[src/rtl/cs_adder_pipe.sv]
// Pipelined carry-select adder/subtractor with valid/ready flow control.
// Define CS_ADDER_PIPE_OVF_EN to build the signed-overflow flag.
module cs_adder_pipe #(
    parameter int WIDTH       = 32,
    parameter int BLOCK       = 4,
    parameter int BLK_PER_STG = 2
) (
    input  logic             clk,
    input  logic             rst,
    input  logic             in_valid,
    output logic             in_ready,
    input  logic [WIDTH-1:0] A,
    input  logic [WIDTH-1:0] B,
    input  logic             Carry_i,
    input  logic             sub,
    output logic             out_valid,
    input  logic             out_ready,
    output logic [WIDTH-1:0] S,
    output logic             Carry_o,
    output logic             Ovf
);

    localparam int SEG = BLOCK * BLK_PER_STG;
    localparam int L   = WIDTH / SEG;

    if (BLOCK < 1 || BLK_PER_STG < 1 || (WIDTH % SEG) != 0 || L < 1) begin : g_bad_cfg
        $error("cs_adder_pipe: WIDTH must be a multiple of BLOCK*BLK_PER_STG");
    end

    logic             v_q [L];
    logic [WIDTH-1:0] s_q [L];
    logic [WIDTH-1:0] a_q [L];
    logic [WIDTH-1:0] b_q [L];
    logic             c_q [L];
    logic             m_q [L];

    logic             st_v [L];
    logic [WIDTH-1:0] st_a [L];
    logic [WIDTH-1:0] st_b [L];
    logic [WIDTH-1:0] st_s [L];
    logic             st_c [L];
    logic             st_m [L];

    logic [SEG-1:0]   seg_n [L];
    logic [WIDTH-1:0] s_n   [L];
    logic             co_n  [L];

    logic [SEG-1:0]   bb;
    logic             cc;
    logic [BLOCK:0]   z_sum;
    logic [BLOCK:0]   o_sum;
    logic [BLOCK:0]   sel;

    logic stall;

    assign stall     = v_q[L-1] & ~out_ready;
    assign in_ready  = ~stall;
    assign out_valid = v_q[L-1];
    assign S         = s_q[L-1];
    assign Carry_o   = c_q[L-1];

    // Stage 0 works on the ports; later stages on the previous register.
    always_comb begin
        st_v[0] = in_valid;
        st_a[0] = A;
        st_b[0] = B;
        st_s[0] = '0;
        st_c[0] = sub | Carry_i;
        st_m[0] = sub;
        for (int k = 1; k < L; k++) begin
            st_v[k] = v_q[k-1];
            st_a[k] = a_q[k-1];
            st_b[k] = b_q[k-1];
            st_s[k] = s_q[k-1];
            st_c[k] = c_q[k-1];
            st_m[k] = m_q[k-1];
        end
    end

    // Each block forms carry-0 and carry-1 sums, then the incoming carry picks one.
    always_comb begin
        bb    = '0;
        cc    = 1'b0;
        z_sum = '0;
        o_sum = '0;
        sel   = '0;
        for (int k = 0; k < L; k++) begin
            seg_n[k] = '0;
            bb = st_m[k] ? ~st_b[k][SEG-1:0] : st_b[k][SEG-1:0];
            cc = st_c[k];
            for (int j = 0; j < BLK_PER_STG; j++) begin
                z_sum = {1'b0, st_a[k][j*BLOCK +: BLOCK]} + {1'b0, bb[j*BLOCK +: BLOCK]};
                o_sum = z_sum + (BLOCK+1)'(1);
                sel   = cc ? o_sum : z_sum;
                seg_n[k][j*BLOCK +: BLOCK] = sel[BLOCK-1:0];
                cc = sel[BLOCK];
            end
            co_n[k] = cc;
            s_n[k]  = (st_s[k] >> SEG) | (WIDTH'(seg_n[k]) << (WIDTH - SEG));
        end
    end

    always_ff @(posedge clk) begin
        if (rst) begin
            for (int k = 0; k < L; k++) begin
                v_q[k] <= 1'b0;
                s_q[k] <= '0;
                a_q[k] <= '0;
                b_q[k] <= '0;
                c_q[k] <= 1'b0;
                m_q[k] <= 1'b0;
            end
        end else if (!stall) begin
            for (int k = 0; k < L; k++) begin
                v_q[k] <= st_v[k];
                if (st_v[k]) begin
                    s_q[k] <= s_n[k];
                    a_q[k] <= st_a[k] >> SEG;
                    b_q[k] <= st_b[k] >> SEG;
                    c_q[k] <= co_n[k];
                    m_q[k] <= st_m[k];
                end
            end
        end
    end

`ifdef CS_ADDER_PIPE_OVF_EN
    logic b_top;
    logic ovf_n;
    logic ovf_q;

    // Carry into the MSB is recovered as a ^ b ^ sum at that bit.
    assign b_top = st_m[L-1] ? ~st_b[L-1][SEG-1] : st_b[L-1][SEG-1];
    assign ovf_n = co_n[L-1] ^ st_a[L-1][SEG-1] ^ b_top ^ seg_n[L-1][SEG-1];

    always_ff @(posedge clk) begin
        if (rst) begin
            ovf_q <= 1'b0;
        end else if (!stall && st_v[L-1]) begin
            ovf_q <= ovf_n;
        end
    end

    assign Ovf = ovf_q;
`else
    assign Ovf = 1'b0;
`endif

endmodule
[config.mk]
export PLATFORM = sky130hd
export DESIGN_NAME = cs_adder_pipe
export DESIGN_NICKNAME = d
export VERILOG_FILES = /design/src/rtl/cs_adder_pipe.sv
export SDC_FILE = /design/constraint.sdc
export NUM_CORES = 1
export LEC_CHECK = 0
export CAP_MARGIN = 20
export CORE_UTILIZATION = 35
export DETAILED_ROUTE_END_ITERATION = 10
export SETUP_SLACK_MARGIN = 0.1
export SYNTH_ARGS = -nofsm -noshare
export SYNTH_HDL_FRONTEND = slang
export SYNTH_SLANG_ARGS = --single-unit
[constraint.sdc]
create_clock -name clk -period 5.5 [get_ports clk]
set_input_delay 1.65 -clock clk [delete_from_list [all_inputs] [get_ports clk]]
set_output_delay 1.65 -clock clk [all_outputs]
set_load 0.01 [all_outputs]
==> results of run 1 <==
-- final cells by class --
type	instances	area (µm²)	area share [%]
clock buffer	17	425	3.87
tap	330	413	3.75
inverter	24	90.1	0.819
timing repair buffer	115	1140	10.3
sequential	187	5620	51.1
multi-input combinational	433	3160	28.7
clock inverter	15	158	1.43
-- worst reg2reg max path: stages (launching register included) --
cell and delay [ps]:
edfxtp_1 660, xor2_1 240, ha_1 230, inv_1 60
fa_1 470, inv_1 80, ha_1 140, nand2_1 110
o21ai_0 160, nor4bb_1 450, nand2_1 220, a211o_1 300
nand2_1 60
-- stage by stage --
stage | cell area [µm²] | utilization [%] | hold slack [ps] | std cells | setup WS (ps)
2_1_floorplan | 9000 | - | 528 | 681 | 1130
3_3_place_gp | 10400 | 41.3 | 531 | 1088 | 782
3_5_place_dp | 10400 | 41.4 | 535 | 1089 | 726
4_1_cts | 11000 | 43.7 | 550 | 1121 | 864
5_1_grt | 11000 | 43.7 | 557 | 1121 | 837
6_report | 11000 | 43.7 | 547 | 1121 | 864
-- state kept, by name (all words and copies together), names as in the netlist --
name / cells
c_q: 4
v_q: 4
s_q: 80
a_q: 48
m_q: 3
b_q: 48
-- cells in the final DEF (no fill, tap or decap), types with 3 or more instances in the layout --
master	n
inv_1	24
nand3_1	10
nand4_1	3
and3_1	151
nand2_1	27
a21o_1	14
nor2b_1	4
nor2_1	30
inv_8	3
nor3_1	6
inv_6	3
edfxtp_1	187
a2111oi_0	4
a21oi_1	26
a211o_1	4
xnor2_1	22
fa_1	8
clkdlybuf4s50_1	104
ha_1	40
xor2_1	45
buf_4	10
clkbuf_16	17
clkinv_4	4
or3_1	3
o21ai_0	8
-- worst max path at each step --
stage / startpoint / to / slack (ps) / cells past startpoint
5_1_grt: out_ready / in_ready / 840 / 3
3_5_place_dp: sub / s_q[0][29] / 730 / 13
4_1_cts: out_ready / in_ready / 860 / 3
6_report: out_ready / in_ready / 860 / 3
3_3_place_gp: sub / s_q[0][29] / 780 / 13
2_1_floorplan: sub / s_q[0][29] / 1130 / 13
-- synth_stat cells, types with 2 or more instances --
master / number / area, µm²
nor3_1: 6 / 30.0
xor2_1: 45 / 394
fa_1: 8 / 160
ha_1: 40 / 500
and3_1: 151 / 945
a21oi_1: 26 / 130
inv_1: 24 / 90.1
nand2_1: 27 / 101
nand4_1: 3 / 18.8
edfxtp_1: 187 / 5620
a311oi_1: 2 / 17.5
a21o_1: 16 / 120
clkbuf_1: 34 / 128
buf_2: 2 / 10.0
a32oi_1: 2 / 17.5
or2_2: 2 / 12.5
o21a_1: 2 / 15.0
o21ai_0: 8 / 40.0
nand3_1: 10 / 50.1
xnor2_1: 22 / 193
nor2b_1: 5 / 31.3
mux2i_1: 2 / 20.0
a2111oi_0: 4 / 35.0
a211o_1: 4 / 35.0
nor4_1: 2 / 12.5
nor2_1: 30 / 113
a21boi_1: 2 / 15.0
or3_1: 3 / 18.8
-- cells by family after synthesis --
group / after synthesis / share of synthesized area [%]
fa+ha+maj: 48 / 7.34
other cells: 1 / 0.0417
xor+xnor: 68 / 6.70
flops: 187 / 62.4
compound gates: 71 / 5.46
mux: 2 / 0.222
buf+inv: 61 / 2.61
simple gates: 243 / 15.2
-- report_power, final --
group          switching, W  total [W]  internal, W  leakage [nW]
clock network      0.000554    0.00120     0.000641         0.284
logic              0.000288   0.000534     0.000246          2.52
registers         0.0000366    0.00171      0.00167          2.00
-- layer usage --
| metal | vias to the layer above | routed length (µm) | GRT usage (%) |
|---|---|---|---|
| li1 | 2719 | - | - |
| met1 | 2399 | 7900 | 17.1 |
| met2 | 93 | 6750 | 18.4 |
| met3 | 16 | 543 | 2.75 |
| met4 | 0 | 215 | 4.76 |
| met5 | - | 0 | 0 |
==> summary.txt, run 1 <==
Logic synthesis
  – Synth warn: 0
  – Async set-reset flop share out of synthesis: 0%
  – Syn Area/Cell: 13.2 µm²
  – Synth Cell Area: 0.00900 mm²
  – Distinct cells, synth: 40
  – EDFF count, synth: 187
  – Seq/Total Area, Yosys: 62.4%
  – Flops & latches, synth: 187
  – Ys flop type: edfxtp_1
  – Post-synthesis net count: 799
  – Post-synthesis cell count: 681

Setup path
  – CP bufs+invs: 2
  – Crit path kind: in -> out
  – WP data required: 3850 ps
  – Critical-path cell list: clkdlybuf4s50_1, nand2b_1, clkdlybuf4s50_1
  – Slowest cell on the critical path: clkdlybuf4s50_1
  – CP delay by family, top: buffers and inverters
  – Reg-to-Reg Start: m_q[0][1]
  – Reg2Reg Setup Slack: 2180 ps
  – Startpoint types: input port
  – WP data arrival: 2990 ps
  – Critical Path Max Stage Delay: 600 ps
  – Worst-path fanout max: 7
  – CP Capture Type: primary output
  – Critical Path Most Common Cell: clkdlybuf4s50_1
  – Worst-case reg-to-reg path depth: 12
  – Worst reg2reg path endpoint: c_q[0][2]

Placement
  – PortBufs: 104
  – Final HPWL DP: 10.9 mm
  – Placer congestion estimate: 0.770

Status
  – Outcome: finished, final reports clean

Flow run
  – Max Cap Violations: 0

Detailed routing
  – Detailed Routing Iterations Pass 1: 4
  – Final ANT Viol Nets: 0
  – DR vias/cell: 4.66
  – WL final: 15.4 mm
  – Remaining DRCs: 0
  – Starting DRC count in detailed routing: 341
  – Vias: 5,227
  – WL/cell: 13.7 µm

CTS
  – Setup repair bufs after CTS: 0
  – TritonCTS clock tree: done
  – Clock sink count: 187
  – Cts bufs inserted: 17
  – Post-CTS sizing: 0
  – Clock buffer depth: 2
  – H-tree levels: 4
  – Reg clk slew, reported paths: 70 ps
  – Cts hold-fix bufs: 0
  – Worst-skew pair later-pin latency: 430 ps
  – Root Driver: clkbuf_16

STA
  – Fmax: 216 MHz
  – Slew headroom: 45.2%
  – Worst slew pin tran: 823 ps
  – Max-slew violation count: 0
  – RSZ-0062 raised after global routing: no
  – TNS Setup: 0 ps
  – Number of hold violations in the final report: 0
  – Clock skew: 7.42 ps
  – Fin crit period: 4640 ps
  – Period utilization: 84.3%
  – Final Setup Violations: 0

Floorplanning
  – Core ar.: 0.0252 mm²
  – Die width: 162 µm
  – Die Height: 162 µm
  – Initial core utilization: 35.7%
  – Die Area: 0.0264 mm²
  – Core Rows: 58
  – IO Count: 106

Worst hold path
  – Hold endpoint: s_q[0][76]
  – Cells on Worst Hold Path: 1
  – Hold path start: s_q[0][52]
  – Type of the tightest min-delay check: reg -> reg

Global routing
  – Global-route wire length before repair: 25.2 mm
  – GRT Total Usage: 12.2%
  – Vias in the first global route: 4,997
  – Initial antenna violation count: 0
  – GRT overflow: 0
  – Largest net degree at the start of global routing: 102

Power and ir drop
  – Leak: 4.81 nW
  – Power density cells: 313 mW/mm²
  – Total power: 0.00344 W
  – Max IR drop VDD: 0.000217 V

Layout
  – # diodes: 0
  – Layout cells sized above 1: 6.70%
  – Final net count: 896
  – Layout Area Growth over Synthesis: 22.2%
  – Fillers: 2,274
Note: power is estimated with default switching activity, not from simulation.
==> inputs of run 2 (changes only) <==
==> constraint.sdc (replaced) <==
create_clock -name clk -period 3.9 [get_ports clk]
set_input_delay 1.17 -clock clk [delete_from_list [all_inputs] [get_ports clk]]
set_output_delay 1.17 -clock clk [all_outputs]
set_load 0.01 [all_outputs]
==> run 2 against run 1 <==
  * Via count increased by 0.11%
  * Design area up 1.2%
  * Global-route usage is 0.20 points lower
  * Count of clock-buffer cells in the layout increased by 1
  * Critical path type is now in -> reg
  * Combinational power is 48% higher
  * First-iteration DRC count shrank 0.88%
  * Final cell count grew 0.80%
  * Worst hold slack about the same
==> summary.txt, run 2 (synthesis results as in run 1) <==
Status
  – Outcome: finished, final reports clean

STA
  – Period utilization: 96.2%
  – Fin crit period: 3750 ps
  – RSZ-0062 raised after global routing: no
  – Fmax: 267 MHz
  – Clock skew: 8.60 ps (+1.17 ps)
  – Hold Slack: 546 ps (-0.447 ps)
  – Slew headroom: 46.5% (+1.3 points)
  – Worst slew pin tran: 803 ps (-19.9 ps)
  – Final setup margin: 148 ps (-716 ps)
  – Max-slew violation count: 0 (unchanged)
  – Final Setup Violations: 0 (unchanged)
  – Number of hold violations in the final report: 0 (unchanged)

Layout
  – Layout cells sized above 1: 8.25% (+1.5 points)
  – Flip-flop count of the largest register after layout: 80 (unchanged)
  – Final Non-Filler Cells: 1,130 (+0.80%)
  – FF+latch area: 0.00562 mm² (unchanged)
  – Final Core Density: 44.2% (+0.53 points)
  – Multi-input logic area: 0.00319 mm² (+0.95%)
  – Final net count: 905 (+1.0%)
  – Biggest register: s_q
  – Commonest non-fill, non-tap cell in the layout: edfxtp_1
  – Biggest regs: s_q: 80 flops, a_q: 48 flops, b_q: 48 flops
  – Commonest non-fill, non-tap cells in the layout: edfxtp_1, and3_1, clkdlybuf4s50_1
  – Fillers: 2,274 (unchanged)
  – # diodes: 0 (unchanged)
  – Layout Area Growth over Synthesis: 23.7%

Setup path
  – Slowest cell on the critical path: fa_1
  – Reg-to-Reg Start: m_q[0][0]
  – Crit path kind: in -> reg
  – Critical Path Max Stage Delay: 500 ps (-100 ps)
  – WP data arrival: 3910 ps (+920 ps)
  – Startpoint types: input port
  – Worst-path fanout max: 2 (-5)
  – CP Capture Type: flip-flop
  – WP data required: 4060 ps (+210 ps)
  – Critical-path cell list: clkdlybuf4s50_1, xor2_1, ha_2, inv_1, fa_1, inv_2, ha_4, o21ai_2, a311oi_2, a21boi_2, a211oi_4, buf_4, mux2i_1, nor2_1
  – Worst setup path start: B[0]

CTS
  – Reg clk slew, reported paths: 70 ps (about the same)
  – TritonCTS clock tree: done
  – Root Driver: clkbuf_16
  – Cts hold-fix bufs: 0 (unchanged)
  – Worst-skew pair later-pin latency: 420 ps (about the same)
  – Cts bufs inserted: 17 (unchanged)
  – Clock sink count: 187 (unchanged)
  – H-tree levels: 4 (unchanged)
  – Clock buffer depth: 2 (unchanged)

Power and ir drop
  – Max IR drop VDD: 0.000251 V (+16%)
  – Leak: 4.87 nW (+1.2%)
  – Power density cells: 442 mW/mm² (+41%)

Flow run
  – Max Cap Violations: 0 (unchanged)

Global routing
  – GRT Total Usage: 12.0% (-0.20 points)
  – GRT overflow: 0 (unchanged)
  – Largest net degree at the start of global routing: 62 (-39%)
  – Initial antenna violation count: 0 (unchanged)
  – Vias in the first global route: 4,938 (-1.2%)
  – Global-route wire length before repair: 24.8 mm (-1.6%)

Placement
  – Placer congestion estimate: 0.760 (-1.4%)
  – Placed cells: 1,094 (+0.46%)
  – Dpl ws: -333 ps (-1060 ps)
  – Final HPWL DP: 10.9 mm (-0.29%)
  – PortBufs: 104 (unchanged)

Detailed routing
  – Met1 WL: 7.96 mm (+0.73%)
  – DR WL met3: 478 µm (-12%)
  – WL final: 15.4 mm (-0.21%)
  – Uppermost layer routed: met4
  – Starting DRC count in detailed routing: 338 (-0.88%)
  – DR vias/cell: 4.63 (-0.68%)
  – Detailed Routing Iterations Pass 1: 4 (unchanged)
  – WL/cell: 13.6 µm (-1.0%)
  – Final ANT Viol Nets: 0 (unchanged)
  – Remaining DRCs: 0 (unchanged)
  – Vias: 5,233 (+0.11%)
  – Routed wl met2: 6.80 mm (+0.65%)

Floorplanning
  – Die width: 162 µm (unchanged)
  – Core Rows: 58 (unchanged)
  – IO Count: 106 (unchanged)
  – Initial core utilization: 35.7% (unchanged)
  – Die Area: 0.0264 mm² (unchanged)
  – Die Height: 162 µm (unchanged)
  – Core ar.: 0.0252 mm² (unchanged)

Worst hold path
  – Type of the tightest min-delay check: reg -> reg
  – Hold path start: s_q[0][48]
## run 2: layout make-up
class,count,share of cell area (%)
clock inverters,14,1.43
well taps,330,3.71
flip-flops and latches,187,50.4
inverters,24,0.809
clock buffers,18,3.86
multi-input cells,433,28.7
repair buffers,124,11.1
## run 2: worst max-delay path, delay by kind of cell
family | cells | cell delay (ps)
muxes | 1 | 180
buffers and inverters | 4 | 770
and+or+nand+nor | 1 | 60
adders and majority gates | 3 | 830
AOI/OAI and AO/OA | 4 | 730
xor gates and xnor gates | 1 | 170
## run 2: what timing repair did
action	4_1_cts	5_1_grt
setup buffers	0	4
setup endpoints to repair	1	5
gates resized for setup	0	10
pin swaps	0	5
## run 2: path summary, 6_finish.rpt
path	depth (start not counted)	to	slack, ps
setup / recovery	14	s_q[0][29]	150
hold / removal	1	s_q[0][72]	550
setup reg to reg	12	c_q[0][1]	590
hold reg to reg	1	s_q[0][72]	550
## run 2: per-layer routing
layer / global-route usage (%) / vias to the layer above
met3: 2.62 / 10
met5: 0 / -
li1: - / 2730
met2: 18.1 / 89
met1: 17.2 / 2404
met4: 3.73 / 0
## run 2: stage by stage
step / TNS (ps) / total power, W / instance area [µm²]
3_5_place_dp: -1470 / 0.00322 / 10500
3_3_place_gp: -957 / 0.00321 / 10500
6_report: 0 / 0.00492 / 11100
4_1_cts: 0 / 0.00494 / 11100
5_1_grt: 0 / 0.00514 / 11100
2_1_floorplan: 0 / 0.00297 / 9000
## run 2: report_power, final
part | leakage (nW) | internal [W] | switching [W] | total (W)
clock | 0.279 | 0.000961 | 0.000754 | 0.00172
combinational | 2.59 | 0.000373 | 0.000415 | 0.000789
sequential | 2.00 | 0.00236 | 0.0000521 | 0.00241
